<file path="src/rtl/mcp320x_scan_spi.sv">
// mcp320x_scan_spi
//   SPI master for MCP3204/3208-style ADCs (SPI mode 0,0). One frame per
//   conversion: start bit, SGL/DIFF, D2..D0, then the null bit and DATA_W
//   result bits clocked back MSB first. Single-channel or round-robin scan.
//
//   Parameters
//     CLK_DIV  SCLK half-period in clk cycles (1..255)
//     DATA_W   result width (10..16)
//     NUM_CH   number of channels (1..8)
//
//   Ports
//     clk, rst          system clock, async active-high reset
//     start             conversion request (only looked at in IDLE)
//     scan_en           1 = scan all channels, 0 = single channel
//     ch_sel, sgl_diff  single-mode channel and input mode, captured on accept
//     busy              high whenever not IDLE
//     new_data          one-clk pulse, data_out/ch_out valid
//     data_out, ch_out  last result and its channel (held)
//     null_err          sticky: ADC drove 1 during the null bit
//     sclk_pin, cs_n_pin, mosi_pin, miso_pin   SPI pins
module mcp320x_scan_spi #(
    parameter int CLK_DIV = 2,
    parameter int DATA_W  = 12,
    parameter int NUM_CH  = 8
) (
    input  logic              clk,
    input  logic              rst,
    input  logic              start,
    input  logic              scan_en,
    input  logic [2:0]        ch_sel,
    input  logic              sgl_diff,
    output logic              busy,
    output logic              new_data,
    output logic [DATA_W-1:0] data_out,
    output logic [2:0]        ch_out,
    output logic              null_err,
    output logic              sclk_pin,
    output logic              cs_n_pin,
    output logic              mosi_pin,
    input  logic              miso_pin
);
    localparam int N     = DATA_W + 7;   // SCLK periods per frame
    localparam int DIV_W = 9;

    localparam logic [DIV_W-1:0] HALF_END = DIV_W'(CLK_DIV - 1);
    localparam logic [DIV_W-1:0] PER_END  = DIV_W'(2 * CLK_DIV - 1);
    localparam logic [4:0]       LAST_BIT = 5'(N);
    localparam logic [2:0]       LAST_CH  = 3'(NUM_CH - 1);

    typedef enum logic [1:0] {IDLE, SETUP, XFER, GAP} state_t;

    state_t            state;
    logic [DIV_W-1:0]  div_cnt;
    logic [4:0]        bit_cnt;     // current SCLK period, 1-based
    logic [2:0]        cur_ch;
    logic              scan_mode;
    logic              sgl_q;
    logic [DATA_W-1:0] shreg;

    logic       accept;
    logic [2:0] nxt_ch;
    logic       scan_more;

    // Command bit presented on MOSI during SCLK period p.
    function automatic logic cmd_bit(input logic [4:0] p, input logic sgl,
                                     input logic [2:0] ch);
        case (p)
            5'd1:    cmd_bit = 1'b1;
            5'd2:    cmd_bit = sgl;
            5'd3:    cmd_bit = ch[2];
            5'd4:    cmd_bit = ch[1];
            5'd5:    cmd_bit = ch[0];
            default: cmd_bit = 1'b0;
        endcase
    endfunction

    // Out-of-range single-channel requests are dropped silently.
    assign accept    = start && (scan_en || ({1'b0, ch_sel} < 4'(NUM_CH)));
    assign nxt_ch    = (cur_ch == LAST_CH) ? 3'd0 : cur_ch + 3'd1;
    // scan_en is only consulted at the wrap point, so a drop mid-pass
    // still completes the remaining channels.
    assign scan_more = scan_mode && !((cur_ch == LAST_CH) && !scan_en);

    always_ff @(posedge clk or posedge rst) begin
        if (rst) begin
            state     <= IDLE;
            div_cnt   <= '0;
            bit_cnt   <= '0;
            cur_ch    <= '0;
            scan_mode <= 1'b0;
            sgl_q     <= 1'b0;
            shreg     <= '0;
            busy      <= 1'b0;
            new_data  <= 1'b0;
            data_out  <= '0;
            ch_out    <= '0;
            null_err  <= 1'b0;
            sclk_pin  <= 1'b0;
            cs_n_pin  <= 1'b1;
            mosi_pin  <= 1'b0;
        end else begin
            new_data <= 1'b0;
            case (state)
                IDLE: begin
                    if (accept) begin
                        state     <= SETUP;
                        busy      <= 1'b1;
                        cs_n_pin  <= 1'b0;
                        mosi_pin  <= 1'b1;
                        div_cnt   <= '0;
                        scan_mode <= scan_en;
                        sgl_q     <= sgl_diff;
                        cur_ch    <= scan_en ? 3'd0 : ch_sel;
                    end
                end
                SETUP: begin
                    if (div_cnt == HALF_END) begin
                        state    <= XFER;
                        div_cnt  <= '0;
                        bit_cnt  <= 5'd1;
                        sclk_pin <= 1'b1;
                    end else begin
                        div_cnt <= div_cnt + 1'b1;
                    end
                end
                XFER: begin
                    div_cnt <= div_cnt + 1'b1;
                    if (div_cnt == HALF_END) begin
                        // falling edge: present the bit for the next period
                        sclk_pin <= 1'b0;
                        mosi_pin <= cmd_bit(bit_cnt + 5'd1, sgl_q, cur_ch);
                    end
                    if (div_cnt == PER_END) begin
                        div_cnt <= '0;
                        if (bit_cnt == LAST_BIT) begin
                            state    <= GAP;
                            cs_n_pin <= 1'b1;
                            data_out <= shreg;
                            ch_out   <= cur_ch;
                            new_data <= 1'b1;
                        end else begin
                            // rising edge of period bit_cnt+1: sample MISO
                            bit_cnt  <= bit_cnt + 5'd1;
                            sclk_pin <= 1'b1;
                            if (bit_cnt == 5'd6)
                                null_err <= null_err | miso_pin;
                            else if (bit_cnt >= 5'd7)
                                shreg <= {shreg[DATA_W-2:0], miso_pin};
                        end
                    end
                end
                GAP: begin
                    if (div_cnt == PER_END) begin
                        div_cnt <= '0;
                        if (scan_more) begin
                            state    <= SETUP;
                            cs_n_pin <= 1'b0;
                            mosi_pin <= 1'b1;
                            cur_ch   <= nxt_ch;
                        end else begin
                            state <= IDLE;
                            busy  <= 1'b0;
                        end
                    end else begin
                        div_cnt <= div_cnt + 1'b1;
                    end
                end
                default: state <= IDLE;
            endcase
        end
    end
endmodule
</file>
<file path="config.mk">
export PLATFORM = sky130hd
export DESIGN_NAME = mcp320x_scan_spi
export DESIGN_NICKNAME = d
export VERILOG_FILES = /design/src/rtl/mcp320x_scan_spi.sv
export SDC_FILE = /design/constraint.sdc
export NUM_CORES = 1
export LEC_CHECK = 0
export CORE_AREA = 2 2 73 75
export CTS_CLUSTER_DIAMETER = 30
export DETAILED_ROUTE_END_ITERATION = 8
export DIE_AREA = 0 0 75 77
export DONT_BUFFER_PORTS = 1
export MAX_ROUTING_LAYER = met4
export PLACE_DENSITY = 0.72
export SYNTH_ARGS = -nofsm -noshare
export SYNTH_HDL_FRONTEND = slang
export SYNTH_SLANG_ARGS = --single-unit
</file>
<file path="constraint.sdc">
create_clock -name clk -period 5.43 [get_ports clk]
set_input_delay 1.086 -clock clk [delete_from_list [all_inputs] [get_ports clk]]
set_output_delay 1.086 -clock clk [all_outputs]
set_load 0.005 [all_outputs]
</file>
==> flow_metrics.tcl <==
set metrics [dict create \
    drc 0 \
    clock_latency_ps 310 \
    crit_family "simple AND/OR/NAND/NOR gates" \
    holdCritPathClass "reg -> reg" \
    finalSetupViolations 0 \
    synth-warning-count 0 \
    layout-drive-gt1-share_pct 14.3 \
    status "complete, no violations" \
    grt_pass1_wl_mm 9.31 \
    cp_cell_sequence "ha_1 -> and4bb_2 -> nand4_2 -> inv_2 -> a22o_1" \
    root_buffer "clkbuf_8" \
    crit_required_ps 5680 \
    tritoncts "done" \
    grt_max_degree 55 \
    grt_pass1_vias 1882 \
    design_power_total_w 0.000707 \
    cts_buffer_depth 2 \
    globalplace.congestion 0.872 \
    cap_viol_max_count 0 \
    final_antenna_net_count 0 \
    ys_seq_area_share_pct 48.0 \
    worstSetupPathType "reg -> reg" \
    cpPeakStageDelay_ps 500 \
    timing.hold.ws_ps 475 \
    synth-async-reset-ratio_pct 100 \
    hold_viol 0 \
    cts.sinks 54 \
    die_h_um 77 \
    wl_per_cell_um 15.7 \
    io_buffers 0 \
    holdBufCountCts 0 \
    place_area_um2 2870 \
    power_leakage_nw 1.43 \
    rsz0062_at_grt "false" \
    relSlewSlack_pct 35.8 \
    synth.area.top_cells "dfrtp_1 (47%), nand2_1 (8.3%), ha_1 (6.2%), mux2_2 (4.8%), a21oi_1 (2.8%)" \
    ys_seq_elements 54 \
    area_delta_synth_final_pct 6.09 \
    nets 301 \
    fill_cells 431 \
    dieWidth_um 75 \
    startpoint_type "register" \
    via_count 1980 \
    cts-resized-gates 0 \
    fin_util_pct 60.0 \
    fin_setup_tns_ps 0 \
    path_max_fanout 17 \
    worstMarginPinSlew_ps 961 \
    syn_nets 303 \
    end_kind "register" \
    irDropWorstVdd_mv 0.229 \
    die_area_um2 5780 \
    fin_skew_ps 9.01 \
    p_per_area_nw_per_um2 237 \
    drtIter0Drc 154 \
    drt-total-wl_mm 5.49 \
    seqCellArea_um2 1350 \
    cp.buffers_inverters 1 \
    grt_util_all_layers_pct 21.7 \
    max_clock_freq_ghz 0.403 \
    yosysTopAreaCell "dfrtp_1" \
    start_util_pct 56.6 \
    synth_common_cells "nand2_1 (62), dfrtp_1 (53), a21oi_1 (16), ha_1 (14), nor2_1 (13)" \
    syn_avg_cell_area_um2 10.1 \
    num_io_pins 30 \
    via_per_inst 5.67 \
    rows 26 \
    netlist-cell-type-count 55 \
    synthDominantCellAreaShare_pct 47.1 \
    fin_crit_sh_pct 45.7 \
    cts_setup_buffers 0 \
    final_cell_area_um2 2990 \
    antenna_found_initial 0 \
    drt_pass1_iterations 4 \
    arrival_ps 2730 \
    hpwl_mm 3.88 \
    layout_min_cycle_time_ps 2480 \
    syn_area_um2 2820 \
    cts.reportedPaths.clkPinSlew_ps 100 \
    cts-htree-levels 2 \
    diodes 0 \
    yosys_most_used_dff "dfrtp_1" \
    cts_buffers 5 \
    multi_input_area_um2 1370 \
    yosysMostFrequentCell "nand2_1" \
    synth_edf_count 0 \
    drv_slew 0 \
    syn_inst 280 \
    core_area_um2 4980 \
    crit_slowest_cell "dfrtp_1" \
    grt_overflow 0 \
]
==> per-stage QoR <==
step / setup WS [ps] / std cells
after floorplan: 3030 / 280
after global placement: 2960 / 341
after detailed placement: 2940 / 341
after CTS: 2890 / 349
after global routing: 2690 / 349
final: 2950 / 349
==> worst min-delay path: stages (launching register included) <==
cell	delay, ps
dfrtp_1	350
nand2_1	50
nand2_1	50
==> area by class of cell <==
cell class	instances	share of cell area (%)
clock buffers	6	2.76
clock inverters	2	1.30
inverters	13	1.63
multi-input cells	203	45.8
flip-flops and latches	54	45.3
well taps	70	2.93
repair buffers	1	0.251
==> report_power, final <==
| group | switching, W | internal, W |
|---|---|---|
| Combinational | 0.00000917 | 0.00000289 |
| Sequential | 0.00000171 | 0.000403 |
| Clock | 0.000139 | 0.000152 |
==> logic make-up (layout without fill, tap and decap cells) <==
logic type	after synthesis	after routing	synth area share (%)
AOI/OAI and AO/OA	59	59	14.8
xor gates and xnor gates	1	1	0.311
adders and majority gates	14	14	6.22
buffers and inverters	23	22	3.33
DFF	54	54	48.0
muxes	17	17	6.71
and+or+nand+nor	112	112	20.6
==> placed cells by master (no fill, tap or decap), types with 2 or more instances in the layout <==
cell type / n
ha_1: 14
inv_2: 2
nor3_1: 2
nand3_1: 7
nand2_1: 62
a22oi_1: 4
nor3b_1: 2
o21ai_0: 8
clkbuf_8: 6
and3_1: 3
nand2b_1: 4
nor2b_1: 2
inv_1: 11
a21oi_1: 16
o2bb2ai_1: 2
nand4_1: 3
nor2_1: 13
o21ai_1: 7
o22ai_1: 2
mux2_2: 12
a31oi_1: 2
mux2_1: 3
mux2i_1: 2
o31ai_1: 3
a22o_1: 2
dfrtp_1: 53
nor4b_1: 2
or4_1: 2
a211oi_2: 2
==> path summary, 6_finish.rpt <==
| check | start | endpoint | slack [ps] | depth (start not counted) |
|---|---|---|---|---|
| worst max-delay path | bit_cnt[0] | cs_n_pin | 2950 | 5 |
| worst min-delay path | shreg[11] | data_out[11] | 470 | 2 |
| worst max register to register | bit_cnt[0] | cs_n_pin | 2950 | 5 |
| worst min register to register | shreg[11] | data_out[11] | 470 | 2 |
| max in group asynchronous | rst | sclk_pin | 4160 | 2 |
| min in group asynchronous | rst | data_out[9] | 820 | 2 |
==> state kept, by name (all words and copies together) (netlist names) <==
name and cells:
sgl_q 1, ch_out 3, shreg 12, cs_n_pin 1, new_data 1, mosi_pin 1, busy 1, scan_mode 1
state 2, sclk_pin 1, cur_ch 3, div_cnt 9, bit_cnt 5, data_out 12, null_err 1
==> layer usage <==
layer	GRT usage, %	wire length [um]	up-vias
met3	4.99	233	7
li1	-	-	979
met4	7.50	87	0
met5	-	0	-
met1	30.8	2620	966
met2	30.4	2550	28
Power figures use the tool's default switching activity.
